`src/rtl/chan_pkg.sv`:
```
// Shared types and constants for the channel error-injection stage.
package chan_pkg;

  typedef enum logic [1:0] {
    MODE_PASS     = 2'b00,
    MODE_PERIODIC = 2'b01,
    MODE_BURST    = 2'b10,
    MODE_RANDOM   = 2'b11
  } mode_e;

  typedef enum logic {
    B_IDLE  = 1'b0,
    B_BURST = 1'b1
  } burst_st_e;

  // Galois feedback mask for x^16+x^14+x^13+x^11+1 (right-shifting form)
  localparam logic [15:0] LFSR_TAPS = 16'hB400;

  // Number of set bits in a 2-bit error mask
  function automatic logic [1:0] popcnt2(input logic [1:0] v);
    return {1'b0, v[0]} + {1'b0, v[1]};
  endfunction

endpackage

```
`src/rtl/chan_lfsr16.sv`:
```
// 16-bit Galois LFSR; advances one step per cycle with step asserted.
module chan_lfsr16
  import chan_pkg::*;
#(
  parameter logic [15:0] SEED = 16'hABCD
) (
  input  logic        clk,
  input  logic        rst,
  input  logic        step,
  output logic [15:0] q
);

  logic [15:0] lfsr_q, lfsr_d;

  // Next state: shift right, fold feedback in when the bit shifted out is set
  always_comb begin
    lfsr_d = lfsr_q;
    if (step) begin
      lfsr_d = {1'b0, lfsr_q[15:1]} ^ (lfsr_q[0] ? LFSR_TAPS : 16'h0000);
    end
  end

  // State register with synchronous active-low reset to the seed
  always_ff @(posedge clk) begin
    if (!rst) lfsr_q <= SEED;
    else      lfsr_q <= lfsr_d;
  end

  assign q = lfsr_q;

endmodule

```
`src/rtl/chan_err_inj.sv`:
```
// Channel impairment stage: re-times encoder symbols by one register and, inside a
// finite window, flips bits in periodic, burst or LFSR-random patterns while counting
// symbols and injected bit errors.
module chan_err_inj
  import chan_pkg::*;
#(
  parameter int unsigned PERIOD_LOG2 = 4,
  parameter int unsigned MAX_SYMS    = 256,
  parameter logic [15:0] LFSR_SEED   = 16'hABCD,
  parameter int unsigned CNT_W       = 16
) (
  input  logic             clk,
  input  logic             rst,
  input  logic             valid_i,
  input  logic [1:0]       sym_i,
  input  logic [1:0]       mode_i,
  input  logic [1:0]       mask_i,
  input  logic [3:0]       burst_len_i,
  input  logic [7:0]       thresh_i,
  output logic             valid_o,
  output logic [1:0]       sym_o,
  output logic [1:0]       err_o,
  output logic [CNT_W-1:0] sym_ct_o,
  output logic [CNT_W-1:0] bit_err_ct_o,
  output logic             done_o
);

  localparam logic [CNT_W-1:0] MaxCt = CNT_W'(MAX_SYMS);

  logic             valid_q, valid_d;
  logic [1:0]       sym_q, sym_d;
  logic [1:0]       err_q, err_d;
  logic [CNT_W-1:0] sym_ct_q, sym_ct_d;
  logic [CNT_W-1:0] bec_q, bec_d;
  logic             done_q, done_d;
  burst_st_e        state_q, state_d;
  logic [3:0]       rem_q, rem_d;

  mode_e       mode;
  logic        in_window;
  logic        inj_en;
  logic        trig;
  logic [3:0]  blen_eff;
  logic [1:0]  e;
  logic        lfsr_step;
  logic [15:0] lfsr;
  logic [CNT_W:0] bec_sum;

  assign mode      = mode_e'(mode_i);
  assign in_window = (sym_ct_q < MaxCt);
  assign inj_en    = valid_i && in_window;
  assign trig      = inj_en && (&sym_ct_q[PERIOD_LOG2-1:0]);
  assign blen_eff  = (burst_len_i == 4'd0) ? 4'd1 : burst_len_i;

  chan_lfsr16 #(
    .SEED (LFSR_SEED)
  ) u_lfsr (
    .clk  (clk),
    .rst  (rst),
    .step (lfsr_step),
    .q    (lfsr)
  );

  // Error-pattern selection and burst FSM next state
  always_comb begin
    e         = 2'b00;
    lfsr_step = 1'b0;
    state_d   = state_q;
    rem_d     = rem_q;
    unique case (mode)
      MODE_PASS: ;
      MODE_PERIODIC: begin
        if (trig) e = mask_i;
      end
      MODE_BURST: begin
        unique case (state_q)
          B_IDLE: begin
            if (trig) begin
              e = mask_i;
              if (blen_eff > 4'd1) begin
                state_d = B_BURST;
                rem_d   = blen_eff - 4'd1;
              end
            end
          end
          B_BURST: begin
            if (!in_window) begin
              state_d = B_IDLE;
              rem_d   = 4'd0;
            end else if (inj_en) begin
              // A trig here is deliberately ignored: the burst runs to its length
              e     = mask_i;
              rem_d = rem_q - 4'd1;
              if (rem_q == 4'd1) state_d = B_IDLE;
            end
          end
        endcase
      end
      MODE_RANDOM: begin
        if (inj_en) begin
          lfsr_step = 1'b1;
          e[0]      = (lfsr[7:0] < thresh_i);
          e[1]      = (lfsr[15:8] < thresh_i);
        end
      end
    endcase
    // Leaving burst mode abandons any burst in progress
    if (mode != MODE_BURST) begin
      state_d = B_IDLE;
      rem_d   = 4'd0;
    end
  end

  // Output pipeline and statistics next state
  always_comb begin
    valid_d  = valid_i;
    err_d    = e;
    sym_d    = valid_i ? (sym_i ^ e) : sym_q;
    sym_ct_d = sym_ct_q;
    if (valid_i && in_window) sym_ct_d = sym_ct_q + 1'b1;
    bec_sum = {1'b0, bec_q} + (CNT_W + 1)'(popcnt2(e));
    bec_d   = bec_q;
    if (valid_i) bec_d = bec_sum[CNT_W] ? '1 : bec_sum[CNT_W-1:0];
    // Registered alongside sym_ct so done_o tracks sym_ct_o exactly
    done_d = (sym_ct_d == MaxCt);
  end

  // State registers with synchronous active-low reset
  always_ff @(posedge clk) begin
    if (!rst) begin
      valid_q  <= 1'b0;
      sym_q    <= 2'b00;
      err_q    <= 2'b00;
      sym_ct_q <= '0;
      bec_q    <= '0;
      done_q   <= 1'b0;
      state_q  <= B_IDLE;
      rem_q    <= 4'd0;
    end else begin
      valid_q  <= valid_d;
      sym_q    <= sym_d;
      err_q    <= err_d;
      sym_ct_q <= sym_ct_d;
      bec_q    <= bec_d;
      done_q   <= done_d;
      state_q  <= state_d;
      rem_q    <= rem_d;
    end
  end

  assign valid_o      = valid_q;
  assign sym_o        = sym_q;
  assign err_o        = err_q;
  assign sym_ct_o     = sym_ct_q;
  assign bit_err_ct_o = bec_q;
  assign done_o       = done_q;

endmodule

```
`config.mk`:
```
export PLATFORM = sky130hd
export DESIGN_NAME = chan_err_inj
export DESIGN_NICKNAME = d
export VERILOG_FILES = /design/src/rtl/chan_pkg.sv /design/src/rtl/chan_lfsr16.sv /design/src/rtl/chan_err_inj.sv
export SDC_FILE = /design/constraint.sdc
export NUM_CORES = 1
export LEC_CHECK = 0
export ABC_AREA = 1
export CELL_PAD_IN_SITES_DETAIL_PLACEMENT = 1
export CELL_PAD_IN_SITES_GLOBAL_PLACEMENT = 2
export CORE_UTILIZATION = 31
export DETAILED_ROUTE_END_ITERATION = 8
export PLACE_DENSITY_LB_ADDON = 0.1
export SYNTH_ARGS = -nofsm -noshare
export SYNTH_HDL_FRONTEND = slang
export SYNTH_HIERARCHICAL = 1
export SYNTH_SLANG_ARGS = --single-unit
```
`constraint.sdc`:
```
create_clock -name clk -period 6 [get_ports clk]
set_input_delay 0.9 -clock clk [delete_from_list [all_inputs] [get_ports clk]]
set_output_delay 0.9 -clock clk [all_outputs]
set_load 0.01 [all_outputs]
```
==> impl_metrics.sql, run 1 <==
INSERT INTO impl_metrics (metric_group, metric, value, unit) VALUES
('logic_synthesis', 'yosys.cell_count.top_type', 'nand2_1', ''),
('timing', 'clock_skew', '13.1', 'ps'),
('timing', 'relSlewSlack', '67.8', '%'),
('clock_network', 'clock_tree.root_cell', 'clkbuf_8', ''),
('routing', 'ant_nets', '0', ''),
('pwr', 'pwr_density_cell', '211', 'nW/µm²'),
('pwr', 'clock_power_share', '43.4', '%'),
('logic_synthesis', 'portion_of_the_post_synthesis_area_used_by_sequential_elements', '35.6', '%'),
('clock_network', 'tritoncts_num_sinks', '59', ''),
('setup_path', 'path_buf_inv', '5', ''),
('timing', 'final-setup-viol-count', '0', ''),
('routing', 'sum_of_routed_wire_length_over_all_layers', '8860', 'µm'),
('floorplan', 'core_region_area', '10400', 'µm²'),
('floorplan', 'die_h', '105', 'µm'),
('timing', 'timing.final.crit_share', '61.1', '%'),
('timing', 'rsz0062_at_grt', 'false', ''),
('timing', 'finalHoldViolations', '0', ''),
('floorplan', 'initial_core_util', '32.0', '%'),
('cells_and_area', 'finalCoreUtilization', '40.8', '%'),
('routing', 'drt_iter0_markers', '51', ''),
('global_route', 'global_route_wire_length_before_repair', '14900', 'µm'),
('job', 'drv.max_cap_violation_count', '0', ''),
('placement', 'placement.io_buffers', '58', ''),
('routing', 'drt_first_pass_iters', '4', ''),
('setup_path', 'critical_path.cell_chain', 'clkdlybuf4s50_1 -> inv_1 -> ha_1 -> nand2_1 -> inv_1 -> and3_1 -> nor2_1 -> nand2_1 -> nand2_1 -> nand2_1 -> fa_1 -> inv_1 -> ha_1 -> nand2_1 -> nor2_2 -> nand2_1 -> nor2_2 -> nand3_2 -> nand3_1 -> nand2_1 -> inv_1', ''),
('placement', 'place_congestion', '0.755', ''),
('logic_synthesis', 'synthDominantAreaCellType', 'dfxtp_1', ''),
('logic_synthesis', 'synth_common_cells', 'nand2_1, inv_1, dfxtp_1', ''),
('logic_synthesis', 'synth.top_cell.area_share', '35.6', '%'),
('status', 'result_of_the_run', 'finished clean', ''),
('hold_path', 'hold_depth', '2', ''),
('global_route', 'antenna_found_initial', '0', ''),
('logic_synthesis', 'mappedNetlistArea', '3320', 'µm²'),
('floorplan', 'die_width', '105', 'µm'),
('logic_synthesis', 'ys_warn_count', '6', ''),
('logic_synthesis', 'most_instantiated_flip_flop_cell_in_the_synthesis_netlist', 'dfxtp_1', ''),
('floorplan', 'rows', '37', ''),
('clock_network', 'cts.hold.buffers_added', '0', ''),
('setup_path', 'critical_path.most_common_cell', 'nand2_1', ''),
('cells_and_area', 'fin_nets', '583', ''),
('cells_and_area', 'num_antenna_cells', '0', ''),
('global_route', 'via_count_of_the_first_global_routing_pass', '3169', ''),
('floorplan', 'ioPinCount', '59', ''),
('logic_synthesis', 'postSynthCellCount', '479', ''),
('setup_path', 'crit_type', 'input pin to register', ''),
('setup_path', 'crit_fanout', '10', ''),
('setup_path', 'critical_path_arrival', '3960', 'ps'),
('pwr', 'vdd.ir_drop.worst', '0.128', 'mV'),
('setup_path', 'setup.worst_path.start_class', 'input pin', ''),
('logic_synthesis', 'yosys.area_share.xor_xnor', '3.43', '%'),
('pwr', 'cell_internal_pwr', '0.000658', 'W'),
('timing', 'final_max_slew_viol_count', '0', ''),
('timing', 'transition_time_at_the_pin_with_the_least_slew_margin', '482', 'ps'),
('setup_path', 'setup.worst_path.start', 'thresh_i[7]', ''),
('pwr', 'power_switching', '0.000233', 'W'),
('clock_network', 'cts-htree-levels', '3', ''),
('logic_synthesis', 'fraction_of_the_mapped_netlist_area_in_simple_logic_gates', '32.1', '%'),
('placement', 'detailedPlacementHpwl', '6730', 'µm'),
('logic_synthesis', 'synth_fp_nets', '521', ''),
('pwr', 'design_power_total', '0.000892', 'W'),
('timing', 'fin_setup_tns', '0', 'ps'),
('logic_synthesis', 'yosys-mux-area-fraction', '0', '%'),
('hold_path', 'worstHoldStart', 'sym_ct_o[11]', ''),
('routing', 'vias', '3100', ''),
('timing', 'period_minus_slack', '3660', 'ps'),
('setup_path', 'cp.required', '6300', 'ps'),
('logic_synthesis', 'synth_enable_flop_cells', '0', ''),
('logic_synthesis', 'synth_fa_ha_area_share', '8.15', '%'),
('clock_network', 'worst_path_clk_slew', '80', 'ps'),
('routing', 'route.detailed.drc', '0', ''),
('setup_path', 'critPathTopFamily', 'simple AND/OR/NAND/NOR gates', '');
kinds of logic (layout without fill, tap and decap cells):
| family | after synthesis | count (layout) |
|---|---|---|
| flops | 59 | 59 |
| fa+ha+maj | 21 | 21 |
| xor+xnor | 13 | 13 |
| compound gates | 57 | 57 |
| buf+inv | 89 | 156 |
| simple gates | 240 | 240 |
sequential cells by signal (all words and copies together) (netlist names):
signal,flops
rem_q,4
bit_err_ct_o,16
valid_o,1
state_q,1
sym_o,2
done_o,1
u_lfsr/q,16
sym_ct_o,16
err_o,2
layer usage:
layer | share of wire (%) | track usage, %
met4 | 1.3 | 5.43
met3 | 3.6 | 4.39
met1 | 49 | 21.1
met5 | 0 | 0
met2 | 46 | 28.5
placed cells by master (no fill, tap or decap), types with 2 or more instances in the layout:
cell type	n
inv_1	70
nand4_1	5
o21ai_1	4
buf_4	3
nor2_4	3
inv_2	8
nand2_2	3
o21ai_0	18
dfxtp_1	59
clkbuf_8	11
nand2_1	130
o22ai_1	2
a31oi_1	5
nand3b_1	4
nor3_1	5
nor2_2	4
a21oi_1	24
clkdlybuf4s50_1	58
xnor2_1	7
xor2_1	6
nor2_1	51
ha_1	20
clkinvlp_4	3
nand3_1	28
nand2_4	2
per-stage QoR:
stage               area (µm²)  hold WS, ps  std cells  setup slack (ps)
finish                    4230          466        682              2340
global route              4230          496        682              2010
CTS                       4230          476        682              2330
detailed placement        4020          458        666              1960
global placement          4020          451        666              2050
floorplan                 3320          451        479              2780
power by group through the flow:
| stage | Combinational (W) | Clock, W | Sequential, W |
|---|---|---|---|
| floorplan | 0.0000584 | 0 | 0.000418 |
| global placement | 0.0000946 | 0 | 0.000419 |
| detailed placement | 0.0000964 | 0 | 0.000419 |
| CTS | 0.0000970 | 0.000402 | 0.000410 |
| global route | 0.000110 | 0.000421 | 0.000411 |
| finish | 0.0000951 | 0.000387 | 0.000410 |
how the worst max path moves through the flow:
stage	slack, ps	cells after the start	end
finish	2340	21	bit_err_ct_o[9]
CTS	2330	20	bit_err_ct_o[9]
detailed placement	1960	20	bit_err_ct_o[9]
global placement	2050	21	bit_err_ct_o[9]
floorplan	2780	20	bit_err_ct_o[9]
global route	2010	22	bit_err_ct_o[9]
final cells by class:
type / count / area (µm²)
multi-input cells: 331 / 1760
repair buffers: 61 / 603
inverters: 79 / 302
clock buffers: 11 / 151
fillers: 1339 / 6140
clock inverters: 5 / 61.3
flip-flops and latches: 59 / 1180
well taps: 136 / 170
worst register-to-register path, cell delays in order, from the launching register on:
cell     delay [ps]
dfxtp_1         410
ha_1            300
nand2_1         170
o21ai_1         200
nand3_1         110
nand2_1         120
nand2_1         100
fa_1            400
inv_1            80
ha_1            160
nand2_1          90
nor2_2          170
nand2_1         110
nor2_2          180
nand3_2         230
nand3_1         160
nand2_1          50
inv_1            50
No activity file was read; power rests on OpenSTA's default activity.
==> run 2: changes to the inputs <==
- CORE_UTILIZATION: 31 -> 26
- clock period: 6 -> 3.3 ns (I/O delays scaled with it)
==> impl_metrics.sql, run 2 (synthesized netlist as in run 1, its figures left out) <==
INSERT INTO impl_metrics (metric_group, metric, value, unit) VALUES
('floorplan', 'initial_core_util', '27.2', '%'),
('setup_path', 'r2r-start', 'sym_ct_o[10]', ''),
('floorplan', 'die_h', '115', 'µm'),
('cells_and_area', 'finalCoreUtilization', '37.0', '%'),
('cells_and_area', 'num_antenna_cells', '0', ''),
('cells_and_area', 'fin_nets', '600', ''),
('setup_path', 'critical_path.most_common_cell', 'nand2_1', ''),
('setup_path', 'crit_type', 'input pin to register', ''),
('pwr', 'vdd.ir_drop.worst', '0.254', 'mV'),
('timing', 'relSlewSlack', '63.8', '%'),
('setup_path', 'setup.worst_path.start_class', 'input pin', ''),
('setup_path', 'timing.critical_path.slowest_stage_cell', 'clkdlybuf4s50_1', ''),
('clock_network', 'tritoncts_num_sinks', '59', ''),
('clock_network', 'clockBufferDepth', '2', ''),
('clock_network', 'worst_path_clk_slew', '60', 'ps'),
('pwr', 'design_power_total', '0.00186', 'W'),
('clock_network', 'cts-buffers-inserted', '9', ''),
('global_route', 'largest_net_degree_at_the_start_of_global_routing', '25', ''),
('placement', 'detailedPlacementHpwl', '7170', 'µm'),
('setup_path', 'critical_path.cell_chain', 'clkdlybuf4s50_1 -> inv_1 -> ha_1 -> nand4_1 -> nand3_1 -> nor2_1 -> nand2_1 -> nand2_1 -> nand2_2 -> fa_2 -> inv_1 -> ha_1 -> nand2_1 -> nor2_2 -> nand2_2 -> nor2_4 -> buf_4 -> xnor2_1 -> a21oi_1', ''),
('timing', 'finalHoldViolations', '0', ''),
('job', 'drv.max_cap_violation_count', '0', ''),
('pwr', 'pwr_density_cell', '411', 'nW/µm²'),
('setup_path', 'reg2reg_to', 'bit_err_ct_o[10]', ''),
('cells_and_area', 'layout.cells.most_common_list', 'nand2_1, inv_1, dfxtp_1', ''),
('floorplan', 'core_region_area', '12200', 'µm²'),
('clock_network', 'cts.hold.buffers_added', '0', ''),
('timing', 'final_max_slew_viol_count', '0', ''),
('status', 'result_of_the_run', 'finished clean', ''),
('global_route', 'global_route.overflow_total', '0', ''),
('placement', 'place_congestion', '0.766', ''),
('routing', 'drt_first_pass_iters', '4', ''),
('timing', 'final-setup-viol-count', '0', ''),
('global_route', 'antenna_found_initial', '0', ''),
('timing', 'maxClockFrequency', '0.323', 'GHz'),
('routing', 'sum_of_routed_wire_length_over_all_layers', '9580', 'µm'),
('clock_network', 'insertion_delay', '330', 'ps'),
('routing', 'vias_per_cell', '4.34', ''),
('floorplan', 'die_width', '115', 'µm'),
('floorplan', 'ioPinCount', '59', ''),
('global_route', 'grtUsageTotal', '15.6', '%'),
('setup_path', 'crit_fanout', '3', ''),
('routing', 'vias', '3162', ''),
('floorplan', 'rows', '40', ''),
('setup_path', 'cp_capture_point', 'bit_err_ct_o[10]', ''),
('clock_network', 'cts-htree-levels', '3', ''),
('routing', 'ant_nets', '0', ''),
('timing', 'clock_skew', '6.99', 'ps'),
('setup_path', 'reg2reg_setup_slack', '510', 'ps'),
('setup_path', 'worstSetupEndpointType', 'register', ''),
('cells_and_area', 'synth_to_final_area_change', '36.4', '%'),
('floorplan', 'fp.dieArea', '13200', 'µm²'),
('setup_path', 'cp.required', '3510', 'ps'),
('cells_and_area', 'layout-drive-gt1-share', '12.1', '%'),
('pwr', 'power_leakage', '2.10', 'nW'),
('clock_network', 'clock_tree.root_cell', 'clkbuf_16', ''),
('setup_path', 'rr_worst_depth', '16', ''),
('cells_and_area', 'mostFrequentLayoutCell', 'nand2_1', ''),
('setup_path', 'critical_path_arrival', '3310', 'ps'),
('placement', 'placement.io_buffers', '58', ''),
('timing', 'period_minus_slack', '3100', 'ps'),
('clock_network', 'tritoncts', 'yes', ''),
('global_route', 'via_count_of_the_first_global_routing_pass', '3212', ''),
('routing', 'post_drt_wl_per_cell', '13.1', 'µm'),
('hold_path', 'timing.hold.worst.class', 'register to register', ''),
('setup_path', 'slowest_delay', '450', 'ps'),
('global_route', 'global_route_wire_length_before_repair', '15800', 'µm'),
('routing', 'route.detailed.drc', '0', ''),
('setup_path', 'setup.worst_path.start', 'thresh_i[7]', ''),
('timing', 'transition_time_at_the_pin_with_the_least_slew_margin', '541', 'ps'),
('timing', 'timing.final.crit_share', '93.9', '%'),
('routing', 'drt_iter0_markers', '109', '');
## run 2: worst max-delay path, delay by kind of cell
family                     cells  cell delay [ps]
and+or+nand+nor               10             1020
adders and majority gates      3              870
AOI/OAI and AO/OA              1               80
xor gates and xnor gates       1              100
buffers and inverters          4              750
## run 2: what timing repair did
item / CTS / global route
gates resized for setup: 0 / 12
setup endpoints to repair: 0 / 16
setup buffers: 0 / 1
## run 2: worst min path at each step
stage,from,end,slack (ps),cells past startpoint
after global placement,sym_ct_o[11],sym_ct_o[11],440,2
after detailed placement,sym_ct_o[11],sym_ct_o[11],450,2
final,sym_ct_o[11],sym_ct_o[11],460,2
after floorplan,u_lfsr/q[8],u_lfsr/q[8],450,2
after CTS,sym_ct_o[11],sym_ct_o[11],460,2
after global routing,sym_ct_o[11],sym_ct_o[11],480,2
## run 2: where the power goes
group	switching, W	internal (W)
sequential	0.0000163	0.000731
clock	0.000331	0.000597
combinational	0.000101	0.0000833
total	0.000448	0.00141
## run 2: cell type report
| type | count | area (µm²) |
|---|---|---|
| fill | 1563 | 7690 |
| sequential | 59 | 1180 |
| clock buffer | 12 | 246 |
| timing repair buffer | 77 | 723 |
| multi-input combinational | 332 | 1820 |
| clock inverter | 2 | 37.5 |
| tap | 168 | 210 |
| inverter | 79 | 302 |
## run 2: metal layers
metal | GRT usage, % | part of all wire [%]
met5 | 0 | 0
met4 | 6.49 | 1.8
met3 | 4.74 | 4.2
met2 | 24.9 | 46
met1 | 19.5 | 48
## run 2: through the flow
step	cells	cell area [µm²]	setup slack (ps)	TNS [ps]	hold WS, ps
after floorplan	479	3320	489	0	451
after global placement	713	4170	-209	-2340	440
after detailed placement	713	4170	-310	-3760	455
after CTS	727	4450	31.6	0	463
after global routing	729	4520	-0.796	-0.796	477
final	729	4520	202	0	459
